File: src/rtl/bias_relu_wb_if.sv
`default_nettype none
// ============================================================================
// Module      : bias_relu_wb_if
// Description : Bundles every bus of the bias/ReLU writeback stage:
//               - CPU register port (Avalon-MM slave)
//               - sum stream from the dot-product engine (valid/ready)
//               - SDRAM bias-read master and SRAM activation-write master
//               - done level output
//               Modport "slave" is the stage's own view of these buses.
//               Modport "master" is the view of the surrounding system
//               (CPU, dot engine and memories) that drives it.
// Revision    : 1.0 - initial release
// ============================================================================
interface bias_relu_wb_if;
    // CPU register port
    logic [3:0]  slave_address;
    logic        slave_read;
    logic [31:0] slave_readdata;
    logic        slave_write;
    logic [31:0] slave_writedata;
    // Sum stream from the dot-product engine
    logic        sum_valid;
    logic        sum_ready;
    logic [31:0] sum_data;
    // SDRAM bias reads
    logic        master_waitrequest;
    logic [31:0] master_address;
    logic        master_read;
    logic [31:0] master_readdata;
    logic        master_readdatavalid;
    // SRAM activation writes
    logic        master2_waitrequest;
    logic [31:0] master2_address;
    logic        master2_write;
    logic [31:0] master2_writedata;
    // Completion
    logic        done;

    modport slave (
        input  slave_address, slave_read, slave_write, slave_writedata,
        output slave_readdata,
        input  sum_valid, sum_data,
        output sum_ready,
        input  master_waitrequest, master_readdata, master_readdatavalid,
        output master_address, master_read,
        input  master2_waitrequest,
        output master2_address, master2_write, master2_writedata,
        output done
    );

    modport master (
        output slave_address, slave_read, slave_write, slave_writedata,
        input  slave_readdata,
        output sum_valid, sum_data,
        input  sum_ready,
        output master_waitrequest, master_readdata, master_readdatavalid,
        input  master_address, master_read,
        output master2_waitrequest,
        input  master2_address, master2_write, master2_writedata,
        input  done
    );
endinterface
`default_nettype wire

File: src/rtl/bias_relu_wb.sv
`default_nettype none
// ============================================================================
// Module      : bias_relu_wb
// Description : Adds a Q16.16 bias (read from SDRAM) to every neuron sum
//               produced by the dot-product engine, saturates to 32 bits,
//               optionally applies ReLU, and writes the activation to SRAM.
//               Sums are buffered in a FIFO_DEPTH-entry FIFO so the dot
//               engine can run ahead of the writeback.
// Ports       : clk  - clock
//               rst  - asynchronous active-high reset
//               bus  - bias_relu_wb_if.slave: CPU registers, sum stream,
//                      SDRAM bias-read master, SRAM write master, done
// Registers   : 0 W start / R {busy, done}, 1 bias_base, 2 out_base,
//               3 neuron_count, 4 relu_en (bit 0), 5 R processed count
// Revision    : 1.0 - initial release
// ============================================================================
module bias_relu_wb #(
    parameter int FIFO_DEPTH = 4
) (
    input  logic          clk,
    input  logic          rst,
    bias_relu_wb_if.slave bus
);
    localparam int c_PTR_W = $clog2(FIFO_DEPTH);

    localparam logic [2:0] c_IDLE = 3'd0;
    localparam logic [2:0] c_POP  = 3'd1;
    localparam logic [2:0] c_RDB  = 3'd2;
    localparam logic [2:0] c_WTB  = 3'd3;
    localparam logic [2:0] c_WR   = 3'd4;
    localparam logic [2:0] c_FIN  = 3'd5;

    logic [2:0]   r_state;
    logic [2:0]   w_next_state;

    logic [31:0]  r_bias_base;
    logic [31:0]  r_out_base;
    logic [31:0]  r_neuron_count;
    logic         r_relu_en;
    logic         r_done;
    logic [31:0]  r_processed;
    logic [31:0]  r_accepted;
    logic [31:0]  r_acc;
    logic [31:0]  r_result;

    logic [31:0]  r_fifo [FIFO_DEPTH];
    // One extra pointer bit distinguishes full from empty.
    logic [c_PTR_W:0] r_wr_ptr;
    logic [c_PTR_W:0] r_rd_ptr;

    logic         w_busy;
    logic         w_empty;
    logic         w_full;
    logic         w_sum_ready;
    logic         w_push;
    logic         w_pop;
    logic         w_start;
    logic         w_cfg_wr;
    logic         w_last;
    logic [31:0]  w_n_offset;
    logic [32:0]  w_sum33;
    logic [31:0]  w_sat;
    logic [31:0]  w_act;

    // ------------------------------------------------------------------
    // Control decode
    // ------------------------------------------------------------------
    assign w_busy      = (r_state == c_POP) || (r_state == c_RDB) ||
                         (r_state == c_WTB) || (r_state == c_WR);
    assign w_empty     = (r_wr_ptr == r_rd_ptr);
    assign w_full      = (r_wr_ptr[c_PTR_W] != r_rd_ptr[c_PTR_W]) &&
                         (r_wr_ptr[c_PTR_W-1:0] == r_rd_ptr[c_PTR_W-1:0]);
    // Never accept more sums than neurons in this run.
    assign w_sum_ready = w_busy && !w_full && (r_accepted < r_neuron_count);
    assign w_push      = bus.sum_valid && w_sum_ready;
    assign w_pop       = (r_state == c_POP) && !w_empty;
    assign w_start     = bus.slave_write && (bus.slave_address == 4'd0) &&
                         (r_state == c_IDLE);
    assign w_cfg_wr    = bus.slave_write && !w_busy;
    assign w_last      = ((r_processed + 32'd1) == r_neuron_count);
    assign w_n_offset  = {r_processed[29:0], 2'b00};

    // ------------------------------------------------------------------
    // Bias add with signed saturation, then optional ReLU
    // ------------------------------------------------------------------
    assign w_sum33 = {r_acc[31], r_acc} +
                     {bus.master_readdata[31], bus.master_readdata};
    // Overflow when the sign-extension bit disagrees with bit 31.
    assign w_sat   = (w_sum33[32] != w_sum33[31]) ?
                     (w_sum33[32] ? 32'h8000_0000 : 32'h7FFF_FFFF) :
                     w_sum33[31:0];
    assign w_act   = (r_relu_en && w_sat[31]) ? 32'd0 : w_sat;

    // ------------------------------------------------------------------
    // FSM: state register
    // ------------------------------------------------------------------
    always_ff @(posedge clk or posedge rst) begin
        if (rst) begin
            r_state <= c_IDLE;
        end else begin
            r_state <= w_next_state;
        end
    end

    // ------------------------------------------------------------------
    // FSM: next-state logic
    // ------------------------------------------------------------------
    always_comb begin
        w_next_state = r_state;
        case (r_state)
            c_IDLE: if (w_start) w_next_state = (r_neuron_count == 32'd0) ? c_FIN : c_POP;
            c_POP:  if (!w_empty) w_next_state = c_RDB;
            c_RDB:  if (!bus.master_waitrequest) w_next_state = c_WTB;
            c_WTB:  if (bus.master_readdatavalid) w_next_state = c_WR;
            c_WR:   if (!bus.master2_waitrequest) w_next_state = w_last ? c_FIN : c_POP;
            c_FIN:  w_next_state = c_IDLE;
            default: w_next_state = c_IDLE;
        endcase
    end

    // ------------------------------------------------------------------
    // FSM: outputs (requests derive from state so reset drops them at once)
    // ------------------------------------------------------------------
    always_comb begin
        bus.master_read       = 1'b0;
        bus.master_address    = 32'd0;
        bus.master2_write     = 1'b0;
        bus.master2_address   = 32'd0;
        bus.master2_writedata = 32'd0;
        bus.sum_ready         = w_sum_ready;
        bus.done              = r_done;
        case (r_state)
            c_RDB: begin
                bus.master_read    = 1'b1;
                bus.master_address = r_bias_base + w_n_offset;
            end
            c_WR: begin
                bus.master2_write     = 1'b1;
                bus.master2_address   = r_out_base + w_n_offset;
                bus.master2_writedata = r_result;
            end
            default: ;
        endcase
    end

    // ------------------------------------------------------------------
    // Register read port
    // ------------------------------------------------------------------
    always_comb begin
        bus.slave_readdata = 32'd0;
        if (bus.slave_read) begin
            case (bus.slave_address)
                4'd0:    bus.slave_readdata = {30'd0, w_busy, r_done};
                4'd5:    bus.slave_readdata = r_processed;
                default: bus.slave_readdata = 32'd0;
            endcase
        end
    end

    // ------------------------------------------------------------------
    // Configuration, counters and datapath registers
    // ------------------------------------------------------------------
    always_ff @(posedge clk or posedge rst) begin
        if (rst) begin
            r_bias_base    <= 32'd0;
            r_out_base     <= 32'd0;
            r_neuron_count <= 32'd0;
            r_relu_en      <= 1'b0;
            r_done         <= 1'b0;
            r_processed    <= 32'd0;
            r_accepted     <= 32'd0;
            r_acc          <= 32'd0;
            r_result       <= 32'd0;
            r_wr_ptr       <= '0;
            r_rd_ptr       <= '0;
        end else begin
            if (w_cfg_wr) begin
                case (bus.slave_address)
                    4'd1:    r_bias_base    <= bus.slave_writedata;
                    4'd2:    r_out_base     <= bus.slave_writedata;
                    4'd3:    r_neuron_count <= bus.slave_writedata;
                    4'd4:    r_relu_en      <= bus.slave_writedata[0];
                    default: ;
                endcase
            end

            if (w_start) begin
                r_processed <= 32'd0;
                r_accepted  <= 32'd0;
            end else if (w_push) begin
                r_accepted  <= r_accepted + 32'd1;
            end

            if (w_push) begin
                r_wr_ptr <= r_wr_ptr + 1'b1;
            end

            if (w_pop) begin
                r_acc    <= r_fifo[r_rd_ptr[c_PTR_W-1:0]];
                r_rd_ptr <= r_rd_ptr + 1'b1;
            end

            if ((r_state == c_WTB) && bus.master_readdatavalid) begin
                r_result <= w_act;
            end

            if ((r_state == c_WR) && !bus.master2_waitrequest) begin
                r_processed <= r_processed + 32'd1;
            end

            // A zero-count start goes straight to FIN, so setting wins.
            if (w_next_state == c_FIN) begin
                r_done <= 1'b1;
            end else if (w_start) begin
                r_done <= 1'b0;
            end
        end
    end

    // FIFO storage needs no reset: pointers define what is valid.
    always_ff @(posedge clk) begin
        if (w_push) begin
            r_fifo[r_wr_ptr[c_PTR_W-1:0]] <= bus.sum_data;
        end
    end

endmodule
`default_nettype wire
File: src/flat_wrapper.sv
// flat-port wrapper written by rule: the top's interface ports become plain ports
module bias_relu_wb_flat 
#(
    parameter int FIFO_DEPTH = 4
)
  (clk, rst, bus_slave_address, bus_slave_read, bus_slave_write, bus_slave_writedata, bus_slave_readdata, bus_sum_valid, bus_sum_data, bus_sum_ready, bus_master_waitrequest, bus_master_readdata, bus_master_readdatavalid, bus_master_address, bus_master_read, bus_master2_waitrequest, bus_master2_address, bus_master2_write, bus_master2_writedata, bus_done);
  bias_relu_wb_if bus_i ();
  input  logic clk;
  input  logic rst;
  input wire logic [$bits(bus_i.slave_address)-1:0] bus_slave_address;
  input wire logic [$bits(bus_i.slave_read)-1:0] bus_slave_read;
  input wire logic [$bits(bus_i.slave_write)-1:0] bus_slave_write;
  input wire logic [$bits(bus_i.slave_writedata)-1:0] bus_slave_writedata;
  output wire logic [$bits(bus_i.slave_readdata)-1:0] bus_slave_readdata;
  input wire logic [$bits(bus_i.sum_valid)-1:0] bus_sum_valid;
  input wire logic [$bits(bus_i.sum_data)-1:0] bus_sum_data;
  output wire logic [$bits(bus_i.sum_ready)-1:0] bus_sum_ready;
  input wire logic [$bits(bus_i.master_waitrequest)-1:0] bus_master_waitrequest;
  input wire logic [$bits(bus_i.master_readdata)-1:0] bus_master_readdata;
  input wire logic [$bits(bus_i.master_readdatavalid)-1:0] bus_master_readdatavalid;
  output wire logic [$bits(bus_i.master_address)-1:0] bus_master_address;
  output wire logic [$bits(bus_i.master_read)-1:0] bus_master_read;
  input wire logic [$bits(bus_i.master2_waitrequest)-1:0] bus_master2_waitrequest;
  output wire logic [$bits(bus_i.master2_address)-1:0] bus_master2_address;
  output wire logic [$bits(bus_i.master2_write)-1:0] bus_master2_write;
  output wire logic [$bits(bus_i.master2_writedata)-1:0] bus_master2_writedata;
  output wire logic [$bits(bus_i.done)-1:0] bus_done;
  assign bus_i.slave_address = bus_slave_address;
  assign bus_i.slave_read = bus_slave_read;
  assign bus_i.slave_write = bus_slave_write;
  assign bus_i.slave_writedata = bus_slave_writedata;
  assign bus_slave_readdata = bus_i.slave_readdata;
  assign bus_i.sum_valid = bus_sum_valid;
  assign bus_i.sum_data = bus_sum_data;
  assign bus_sum_ready = bus_i.sum_ready;
  assign bus_i.master_waitrequest = bus_master_waitrequest;
  assign bus_i.master_readdata = bus_master_readdata;
  assign bus_i.master_readdatavalid = bus_master_readdatavalid;
  assign bus_master_address = bus_i.master_address;
  assign bus_master_read = bus_i.master_read;
  assign bus_i.master2_waitrequest = bus_master2_waitrequest;
  assign bus_master2_address = bus_i.master2_address;
  assign bus_master2_write = bus_i.master2_write;
  assign bus_master2_writedata = bus_i.master2_writedata;
  assign bus_done = bus_i.done;
  bias_relu_wb #(.FIFO_DEPTH(FIFO_DEPTH)) u_core (.clk(clk), .rst(rst), .bus(bus_i));
endmodule
File: config.mk
export PLATFORM = sky130hd
export DESIGN_NAME = bias_relu_wb_flat
export DESIGN_NICKNAME = d
export VERILOG_FILES = /design/src/rtl/bias_relu_wb_if.sv /design/src/rtl/bias_relu_wb.sv /design/src/flat_wrapper.sv
export SDC_FILE = /design/constraint.sdc
export NUM_CORES = 1
export LEC_CHECK = 0
export ABC_AREA = 1
export CAP_MARGIN = 20
export CORE_UTILIZATION = 35
export CTS_BUF_LIST = sky130_fd_sc_hd__clkbuf_8
export DETAILED_ROUTE_END_ITERATION = 10
export PLACE_DENSITY = 0.63
export SLEW_MARGIN = 30
export SYNTH_ARGS = -nofsm -noshare
export SYNTH_HDL_FRONTEND = slang
export SYNTH_SLANG_ARGS = --single-unit
File: constraint.sdc
create_clock -name clk -period 7.44 [get_ports clk]
set_input_delay 0.744 -clock clk [delete_from_list [all_inputs] [get_ports clk]]
set_output_delay 0.744 -clock clk [all_outputs]
set_load 0.01 [all_outputs]
==> metrics.yaml, run 1 <==
ys_ff_latch: 363
first_pass_iters: 5
fp.dieH_um: 255
yosysMostFrequentCell: "nand2_1"
nets: 3293
htree_levels: 3
hpwl_um: 56600
synth_xor_xnor_area_share: 0.0316
yosys-mux-area-fraction: 0.0160
clk_path_buf_depth: 3
synth-simple-area-share: 0.234
cts_setup_buffers: 0
multi_input_area_um2: 11300
crit_path_end_kind: "output pin"
grt_max_degree: 134
synth_common_cells: "nand2_1, nor2_1, inv_1"
wl_um: 75100
clkSinkCount: 363
netlist_area_um2: 22500
drt-initial-drc-count: 1743
clock-root-buffer: "clkbuf_8"
ys_async_sr_fraction: 0.647
slew_viol_final: 0
synth_compound_area_frac: 0.147
drc_errors: 0
worst_ep_arrival_time_ps: 4000
tightest_slew_ps: 959
cap_viol_max_count: 0
min_path_cells: 2
min_period_ps: 4750
regArea_um2: 9730
rsz0062_at_grt: "false"
max_clock_freq_mhz: 211
crit_path_start_kind: "flip-flop"
clk_pin_slew_worst_paths_ps: 60
dieArea_um2: 65200
maxSlewHeadroom: 0.360
fp.coreArea_um2: 63200
place_congestion: 0.993
cts_resized: 0
grt_pass1_vias: 19500
skew_ps: 37.6
cts_tree: "yes"
start_util: 0.355
rows: 92
num_vias: 20600
critical_path_required_ps: 6700
grtUsageTotal: 0.228
cts_buffers: 66
post-route-period-util: 0.638
wl_per_cell_um: 19.0
outcome: "finished clean"
finalPower_mw: 10.3
ff2ff_path_depth: 11
syn2layout_area_growth_pct: 20.5
ys.flop_type: "dfrtp_1"
routed_via_density: 5.22
synth_area_leader_cell: "dfrtp_1"
grt.overflow.total: 0
grt_pass1_wl_um: 116000
finalSetupViolations: 0
synth_cell_types: 51
clkLatencyLatePin_ps: 670
ctsHoldBuffers: 0
crit_type: "reg -> out"
avgSynthCellArea_um2: 7.99
ant_nets: 0
synth.top_cell.area_share: 0.262
tns_ps: 0
synth_cells: 2812
hold_viol_final: 0
synth_edf_count: 128
port_buffers: 239
drive_gt1_frac: 0.0622
fillCellCount: 6369
cp_max_fo: 9
synth.area.top_cells: "dfrtp_1, edfxtp_1, nand2_1"
syn_nets: 3051
yosys_warnings: 0
cellPowerDensity_nw_per_um2: 381
synth_top_family_by_area: "simple AND/OR/NAND/NOR gates"
leakage_nw: 11.8
pin_count: 240
vdd_drop_max_mv: 0.182
antenna_found_initial: 5
die_w_um: 255
hold_class: "reg -> reg"
synth_fa_ha_area_frac: 0.0740
seq_area_frac_synth: 0.433
[cells by family (layout without fill, tap and decap cells)]
family | Yosys count | after routing
and+or+nand+nor | 1235 | 1235
DFF | 363 | 363
AOI/OAI and AO/OA | 595 | 595
other | 0 | 1
buffers and inverters | 375 | 668
muxes | 32 | 32
adders and majority gates | 131 | 131
xor gates and xnor gates | 81 | 81
[report_power, final]
group | total [mW] | leakage, nW | internal, mW | switching [mW]
Combinational | 5.08 | 6.89 | 1.82 | 3.26
Sequential | 3.34 | 4.16 | 2.70 | 0.641
Clock | 1.89 | 0.771 | 0.965 | 0.923
[state kept, by name (all words and copies together) (netlist names)]
register               cells
u_core.r_acc              32
u_core.r_rd_ptr            3
u_core.r_processed        32
u_core.r_fifo            128
u_core.r_state             3
u_core.r_accepted         32
u_core.r_out_base         32
u_core.r_bias_base        32
u_core.r_relu_en           1
u_core.bus.done            1
u_core.r_result           32
u_core.r_neuron_count     32
u_core.r_wr_ptr            3
[cells in the final DEF (no fill, tap or decap), types with 51 or more instances in the layout]
cell,count
a21oi_1,168
clkbuf_8,70
clkdlybuf4s50_1,239
dfrtp_1,234
edfxtp_1,128
ha_1,128
inv_1,307
nand2_1,585
nand3_1,159
nor2_1,336
nor3_1,55
o21ai_0,264
o22ai_1,51
[worst paths after layout]
kind                       slack (ps)                                 to                               from
max in group asynchronous        5570    u_core.r_result[14]$_DFFE_PP0P_                                rst
setup reg to reg                 4110     u_core.r_fifo[3][22]$_DFFE_PP_        u_core.r_state[0]$_DFF_PP0_
hold / removal                    480     u_core.r_result[5]$_DFFE_PP0P_     u_core.r_result[5]$_DFFE_PP0P_
hold reg to reg                   480     u_core.r_result[5]$_DFFE_PP0P_     u_core.r_result[5]$_DFFE_PP0P_
min in group asynchronous         600  u_core.r_bias_base[0]$_DFFE_PP0P_                                rst
setup / recovery                 2690            bus_master2_address[24]  u_core.r_processed[0]$_DFFE_PP0P_
[cell type report]
class	instances	share of cell area
diodes	1	0.0000925
multi-input cells	2074	0.419
clock inverters	49	0.0121
repair buffers	259	0.0944
flip-flops and latches	363	0.359
well taps	846	0.0391
clock buffers	70	0.0356
inverters	290	0.0405
[per-stage QoR]
stage	instance area, um^2	utilization	worst slack, ps	hold slack (ps)	std cells
after CTS	27100	0.428	2680	483	3951
after floorplan	22500	-	250	446	2812
final	27100	0.428	2690	479	3952
after global placement	25800	0.408	3460	466	3832
after global routing	27100	0.428	2430	506	3951
after detailed placement	25800	0.408	3390	468	3832
[critical path, cell delays in order (launching register included)]
cell	delay, ps
dfrtp_1	510
ha_1	290
fa_1	410
nand3_1	90
nand2_1	120
a31oi_1	160
inv_1	80
nand2_1	60
nand2_1	90
a21boi_0	300
o21bai_1	150
nand2_1	100
inv_1	40
o21ai_0	140
inv_1	60
nor2_1	180
clkdlybuf4s50_1	570
[per-layer routing]
metal | up-vias | GRT usage | share of wire
li1 | 10000 | - | -
met1 | 9689 | 0.305 | 0.44
met2 | 771 | 0.370 | 0.46
met3 | 138 | 0.0453 | 0.080
met4 | 8 | 0.0684 | 0.027
met5 | - | 0 | 0.00075
(Power assumes the default switching activity.)
==> run 2, diff against run 1 <==
--- a/config.mk
+++ b/config.mk
@@ -10,7 +10,7 @@
 export CORE_UTILIZATION = 35
 export CTS_BUF_LIST = sky130_fd_sc_hd__clkbuf_8
 export DETAILED_ROUTE_END_ITERATION = 10
-export PLACE_DENSITY = 0.63
+export PLACE_DENSITY = 0.61
 export SLEW_MARGIN = 30
 export SYNTH_ARGS = -nofsm -noshare
 export SYNTH_HDL_FRONTEND = slang
==> constraint.sdc (replaced) <==
create_clock -name clk -period 4.4 [get_ports clk]
set_input_delay 0.44 -clock clk [delete_from_list [all_inputs] [get_ports clk]]
set_output_delay 0.44 -clock clk [all_outputs]
set_load 0.01 [all_outputs]
==> metrics.yaml, run 2 (same netlist as run 1, synthesis figures left out) <==
layout_commonest_cell: "nand2_1"
grt_pass1_wl_um: 118000  # +1.7%
leakage_nw: 11.9  # +1.0%
worst_ep_arrival_time_ps: 3760  # -240 ps
seqPwrFrac: 0.318  # -0.006
reg2reg_to: "u_core.r_fifo[3][18]$_DFFE_PP_"
hold_class: "in -> async"
ant_nets: 0  # unchanged
grt_pass1_vias: 19800  # +1.6%
fp.coreArea_um2: 63200  # unchanged
htree_levels: 3  # unchanged
num_vias: 20700  # +0.21%
wl_per_cell_um: 19.3  # +1.8%
grt.overflow.total: 0  # unchanged
antenna_found_initial: 5  # unchanged
pin_count: 240  # unchanged
clockPowerShare: 0.194  # +0.011
drt-initial-drc-count: 1673  # -4.0%
skew_ps: 58.2  # +20.6 ps
max_clock_freq_mhz: 238
p_int_mw: 9.56  # +74%
hpwl_um: 57300  # +1.4%
routed_via_density: 5.22  # about the same
r2r_start: "u_core.r_state[2]$_DFF_PP0_"
layout_common_cells: "nand2_1, nor2_1, inv_1, o21ai_0, clkdlybuf4s50_1"
nets: 3303  # +0.30%
dieArea_um2: 65200  # unchanged
sw_frac_of_total: 0.462  # -0.00605
clock-root-buffer: "clkbuf_8"
drc_errors: 0  # unchanged
fillCellCount: 6353  # -0.25%
crit_path_start_kind: "flip-flop"
worst_hold_slack_ps: 256  # -222 ps
tightest_slew_ps: 949  # -9.94 ps
cap_viol_max_count: 0  # unchanged
cellPowerDensity_nw_per_um2: 650  # +71%
crit_path_end_kind: "output pin"
ff2ff_path_depth: 10  # -1
port_buffers: 239  # unchanged
comb_power_share: 0.488  # -0.005
fin_cells: 3964  # +0.30%
finalSetupViolations: 0  # unchanged
grtUsageTotal: 0.234  # +0.00596
vdd_drop_max_mv: 0.265  # +46%
die_w_um: 255  # unchanged
post-route-period-util: 0.954
grt_max_degree: 157  # +17%
fp.dieH_um: 255  # unchanged
crit_start: "u_core.r_processed[7]$_DFFE_PP0P_"
hold_viol_final: 0  # unchanged
ctsHoldBuffers: 0  # unchanged
ff2ff_setup_slack_ps: 960  # -3150 ps
placed_cell_area_um2: 25800  # +0.29%
first_pass_iters: 7  # +2
crit_type: "reg -> out"
min_period_ps: 4200
clk_pin_slew_worst_paths_ps: 60  # about the same
cp_max_fo: 6  # -3
cts_tree: "yes"
p_sw_mw: 8.20  # +70%
syn2layout_area_growth_pct: 21.7
largest_register_ffs: 128  # unchanged
clkLatencyLatePin_ps: 700  # +30 ps
outcome: "finished clean"
maxSlewHeadroom: 0.367  # +0.00662
clk_path_buf_depth: 3  # unchanged
slew_viol_final: 0  # unchanged
clkSinkCount: 363  # unchanged
crit_path_end: "bus_master2_address[28]"
rows: 92  # unchanged
critical_path_required_ps: 3960  # -2740 ps
place_congestion: 0.975  # -1.8%
dpl.cell_count: 3838  # +0.16%
final_cell_area_um2: 27300  # +1.0%
wl_um: 76700  # +2.1%
drive_gt1_frac: 0.0693  # +0.00714
start_util: 0.355  # unchanged
cts_buffers: 67  # +1.5%
tns_ps: 0  # unchanged
run 2: how the worst min path moves through the flow:
stage,endpoint,cells past startpoint,startpoint,slack (ps)
after floorplan,u_core.r_relu_en$_DFFE_PP0P_,2,u_core.r_relu_en$_DFFE_PP0P_,450
after global placement,u_core.r_result[20]$_DFFE_PP0P_,2,u_core.r_result[20]$_DFFE_PP0P_,460
after detailed placement,u_core.r_result[27]$_DFFE_PP0P_,2,u_core.r_result[27]$_DFFE_PP0P_,470
after CTS,u_core.r_acc[4]$_DFFE_PP0P_,3,rst,270
after global routing,u_core.r_accepted[3]$_DFFE_PP0P_,3,rst,260
final,u_core.r_accepted[3]$_DFFE_PP0P_,3,rst,260
run 2: cell type report:
type / instances / area, um^2 / share of cell area
multi-input cells: 2074 / 11400 / 0.416
clock inverters: 42 / 318 / 0.0116
flip-flops and latches: 363 / 9730 / 0.356
inverters: 290 / 1090 / 0.0399
repair buffers: 268 / 2680 / 0.0978
clock buffers: 80 / 1100 / 0.0403
well taps: 846 / 1060 / 0.0387
diodes: 1 / 2.50 / 0.0000915
run 2: routing by layer:
| layer | up-vias | global-route usage | part of all wire |
|---|---|---|---|
| met1 | 9649 | 0.308 | 0.43 |
| met2 | 787 | 0.376 | 0.46 |
| met5 | - | 0 | 0.00067 |
| met3 | 161 | 0.0542 | 0.084 |
| li1 | 10100 | - | - |
| met4 | 8 | 0.0781 | 0.031 |
run 2: power groups by stage:
stage,Sequential [mW],Clock [mW],Combinational [mW]
finish,5.65,3.45,8.67
global route,5.73,3.69,9.69
CTS,5.63,3.55,8.57
detailed placement,5.68,0,8.52
global placement,5.67,0,8.52
floorplan,5.20,0,5.96
run 2: timing repair:
item / 4_1_cts / 5_1_grt
resized for setup: 1 / 12
buffers inserted: 0 / 2
setup endpoints to repair: 1 / 16
pin swaps: 0 / 3
run 2: through the flow:
step	util	power, mW	setup WS (ps)
final	0.433	17.8	203
after global routing	0.433	19.1	-0.347
after CTS	0.431	17.7	42.4
after detailed placement	0.409	14.2	718
after global placement	0.408	14.2	706
after floorplan	-	11.2	882
run 2: critical path: stages, from the launching register on:
cell	delay [ps]
dfrtp_1	550
ha_1	440
nand2_1	110
o21ai_1	160
a21oi_1	90
o21ai_1	490
a21oi_2	130
o21ai_1	250
a21oi_1	120
nand2_1	70
nand2_1	40
nor2_1	80
clkdlybuf4s50_1	550
==> run 3, diff against run 2 <==
--- a/config.mk
+++ b/config.mk
@@ -11,6 +11,7 @@
 export CTS_BUF_LIST = sky130_fd_sc_hd__clkbuf_8
 export DETAILED_ROUTE_END_ITERATION = 10
 export PLACE_DENSITY = 0.61
+export REMOVE_ABC_BUFFERS = 1
 export SLEW_MARGIN = 30
 export SYNTH_ARGS = -nofsm -noshare
 export SYNTH_HDL_FRONTEND = slang
==> metrics.yaml, run 3 (same netlist as run 1, synthesis figures left out) <==
pin_count: 240  # unchanged
ant_nets: 0  # unchanged
tightest_slew_ps: 830  # -119 ps
skew_ps: 30.3  # -28.0 ps
clk_path_buf_depth: 3  # unchanged
grt_pass1_wl_um: 113000  # -3.7%
rows: 92  # unchanged
antenna_found_initial: 9  # +4
hold_viol_final: 0  # unchanged
vdd_drop_max_mv: 0.266  # +0.33%
slew_viol_final: 0  # unchanged
crit_path_end_kind: "output pin"
final_cell_area_um2: 27300  # -0.14%
rsz0062_at_grt: "false"
htree_levels: 3  # unchanged
clkLatencyLatePin_ps: 660  # -40 ps
cap_viol_max_count: 0  # unchanged
layout_commonest_cell: "nand2_1"
placed_cell_area_um2: 25900  # +0.13%
worstPathBufferInverterCount: 1  # unchanged
min_period_ps: 4160  # -36.4 ps
critical_path_required_ps: 3960  # about the same
cts_tree: "yes"
ctsHoldBuffers: 0  # unchanged
dieArea_um2: 65200  # unchanged
start_util: 0.355  # unchanged
syn2layout_area_growth_pct: 21.6
critPathMaxStageDelay_ps: 560  # about the same
worst_ep_arrival_time_ps: 3720  # -40 ps
max_clock_freq_mhz: 240  # +0.87%
finalSetupViolations: 0  # unchanged
nets: 3305  # +0.061%
hpwl_um: 54700  # -4.7%
grt_pass1_vias: 19600  # -0.90%
hold_class: "in -> async"
drt-initial-drc-count: 1580  # -5.6%
drc_errors: 0  # unchanged
num_vias: 20500  # -1.0%
outcome: "finished clean"
dpl.cell_count: 3841  # +0.078%
wl_per_cell_um: 18.6  # -4.0%
fin_cells: 3965  # +0.025%
maxSlewHeadroom: 0.446  # +0.0796
post-route-period-util: 0.946  # -0.00826
die_w_um: 255  # unchanged
cp_max_fo: 4  # -2
cts_buffers: 67  # unchanged
routed_via_density: 5.16  # -1.1%
worst_hold_slack_ps: 321  # +64.7 ps
clkSinkCount: 363  # unchanged
fp.coreArea_um2: 63200  # unchanged
largest_register_ffs: 128  # unchanged
cellPowerDensity_nw_per_um2: 639  # -1.7%
crit_type: "reg -> out"
crit_path_start_kind: "flip-flop"
layout_common_cells: "nand2_1, nor2_1, inv_1, o21ai_0, clkdlybuf4s50_1"
finalPower_mw: 17.4  # -1.9%
clock-root-buffer: "clkbuf_8"
grt.overflow.total: 0  # unchanged
wl_um: 73600  # -4.0%
drive_gt1_frac: 0.0725  # +0.00318
crit_chain: "ha_1 -> fa_1 -> nand3_1 -> nand2_1 -> a21oi_1 -> o21ai_1 -> a21oi_2 -> o21ai_1 -> a21oi_1 -> nor2_1 -> nor2_1 -> clkdlybuf4s50_1"
grtUsageTotal: 0.223  # -0.0108
grt_max_degree: 103  # -34%
leakage_nw: 11.9  # -0.49%
place_congestion: 0.935  # -4.1%
critPathSlowestCell: "clkdlybuf4s50_1"
clk_pin_slew_worst_paths_ps: 60  # about the same
first_pass_iters: 5  # -2
port_buffers: 239  # unchanged
fp.dieH_um: 255  # unchanged
ff2ff_setup_slack_ps: 870  # -90 ps
cp_top_family: "compound AO/OA/AOI/OAI gates"
run 3: cell count changes in the layout (fill, tap and decap cells not counted), moves of 3 or more:
cell,change
inv_6,+4
buf_4,+3
clkinv_2,+8
inv_1,-12
clkinv_1,+6
inv_12,-3
clkbuf_8,-4
run 3: cell type report:
type	instances	area (um^2)
well taps	846	1060
multi-input cells	2074	11400
clock inverters	45	307
inverters	290	1100
clock buffers	76	1050
flip-flops and latches	363	9730
diodes	1	2.50
repair buffers	270	2660
fillers	6379	35900
run 3: timing repair:
item                                    CTS  global route
hold endpoints to repair                  0             0
resized for setup                         2            16
pin swaps                                 0             3
setup buffers                             0             2
endpoints found under the setup margin    2            13
run 3: worst paths after layout:
path                       cells past startpoint                                  start                                 end
setup / recovery                              12      u_core.r_processed[0]$_DFFE_PP0P_             bus_master2_address[28]
max in group asynchronous                      3                                    rst      u_core.r_rd_ptr[0]$_DFFE_PP0P_
hold / removal                                 2                                    rst  u_core.r_bias_base[29]$_DFFE_PP0P_
min in group clk                               1                       bus_sum_data[29]      u_core.r_fifo[0][29]$_DFFE_PP_
hold reg to reg                                2         u_core.r_result[6]$_DFFE_PP0P_      u_core.r_result[6]$_DFFE_PP0P_
setup reg to reg                               9  u_core.r_neuron_count[11]$_DFFE_PP0P_      u_core.r_fifo[1][15]$_DFFE_PP_
run 3: routing by layer:
metal  GRT usage  up-vias  part of all wire
met4      0.0733       16             0.028
met5           0        -            0.0015
met2       0.368      677              0.47
met1       0.289     9559              0.43
li1            -    10100                 -
met3      0.0477      146             0.072
run 3: through the flow:
step | TNS (ps) | utilization | worst slack [ps]
after floorplan | -675800 | - | -2490
after global placement | 0 | 0.409 | 586
after detailed placement | 0 | 0.409 | 612
after CTS | 0 | 0.431 | 13.0
after global routing | 0 | 0.432 | 41.4
final | 0 | 0.432 | 239
run 3: worst register-to-register path: stages (launching register included):
cell,delay (ps)
dfrtp_1,480
inv_1,100
ha_1,290
a21oi_1,140
o21a_1,130
o211ai_1,90
o21bai_1,270
nand4_1,600
nor2_4,630
buf_4,430
run 3: power by group:
part	internal [mW]	switching (mW)	leakage, nW
registers	4.57	0.977	4.16
clock network	1.79	1.55	0.765
logic	3.16	5.39	6.96
total	9.51	7.92	11.9
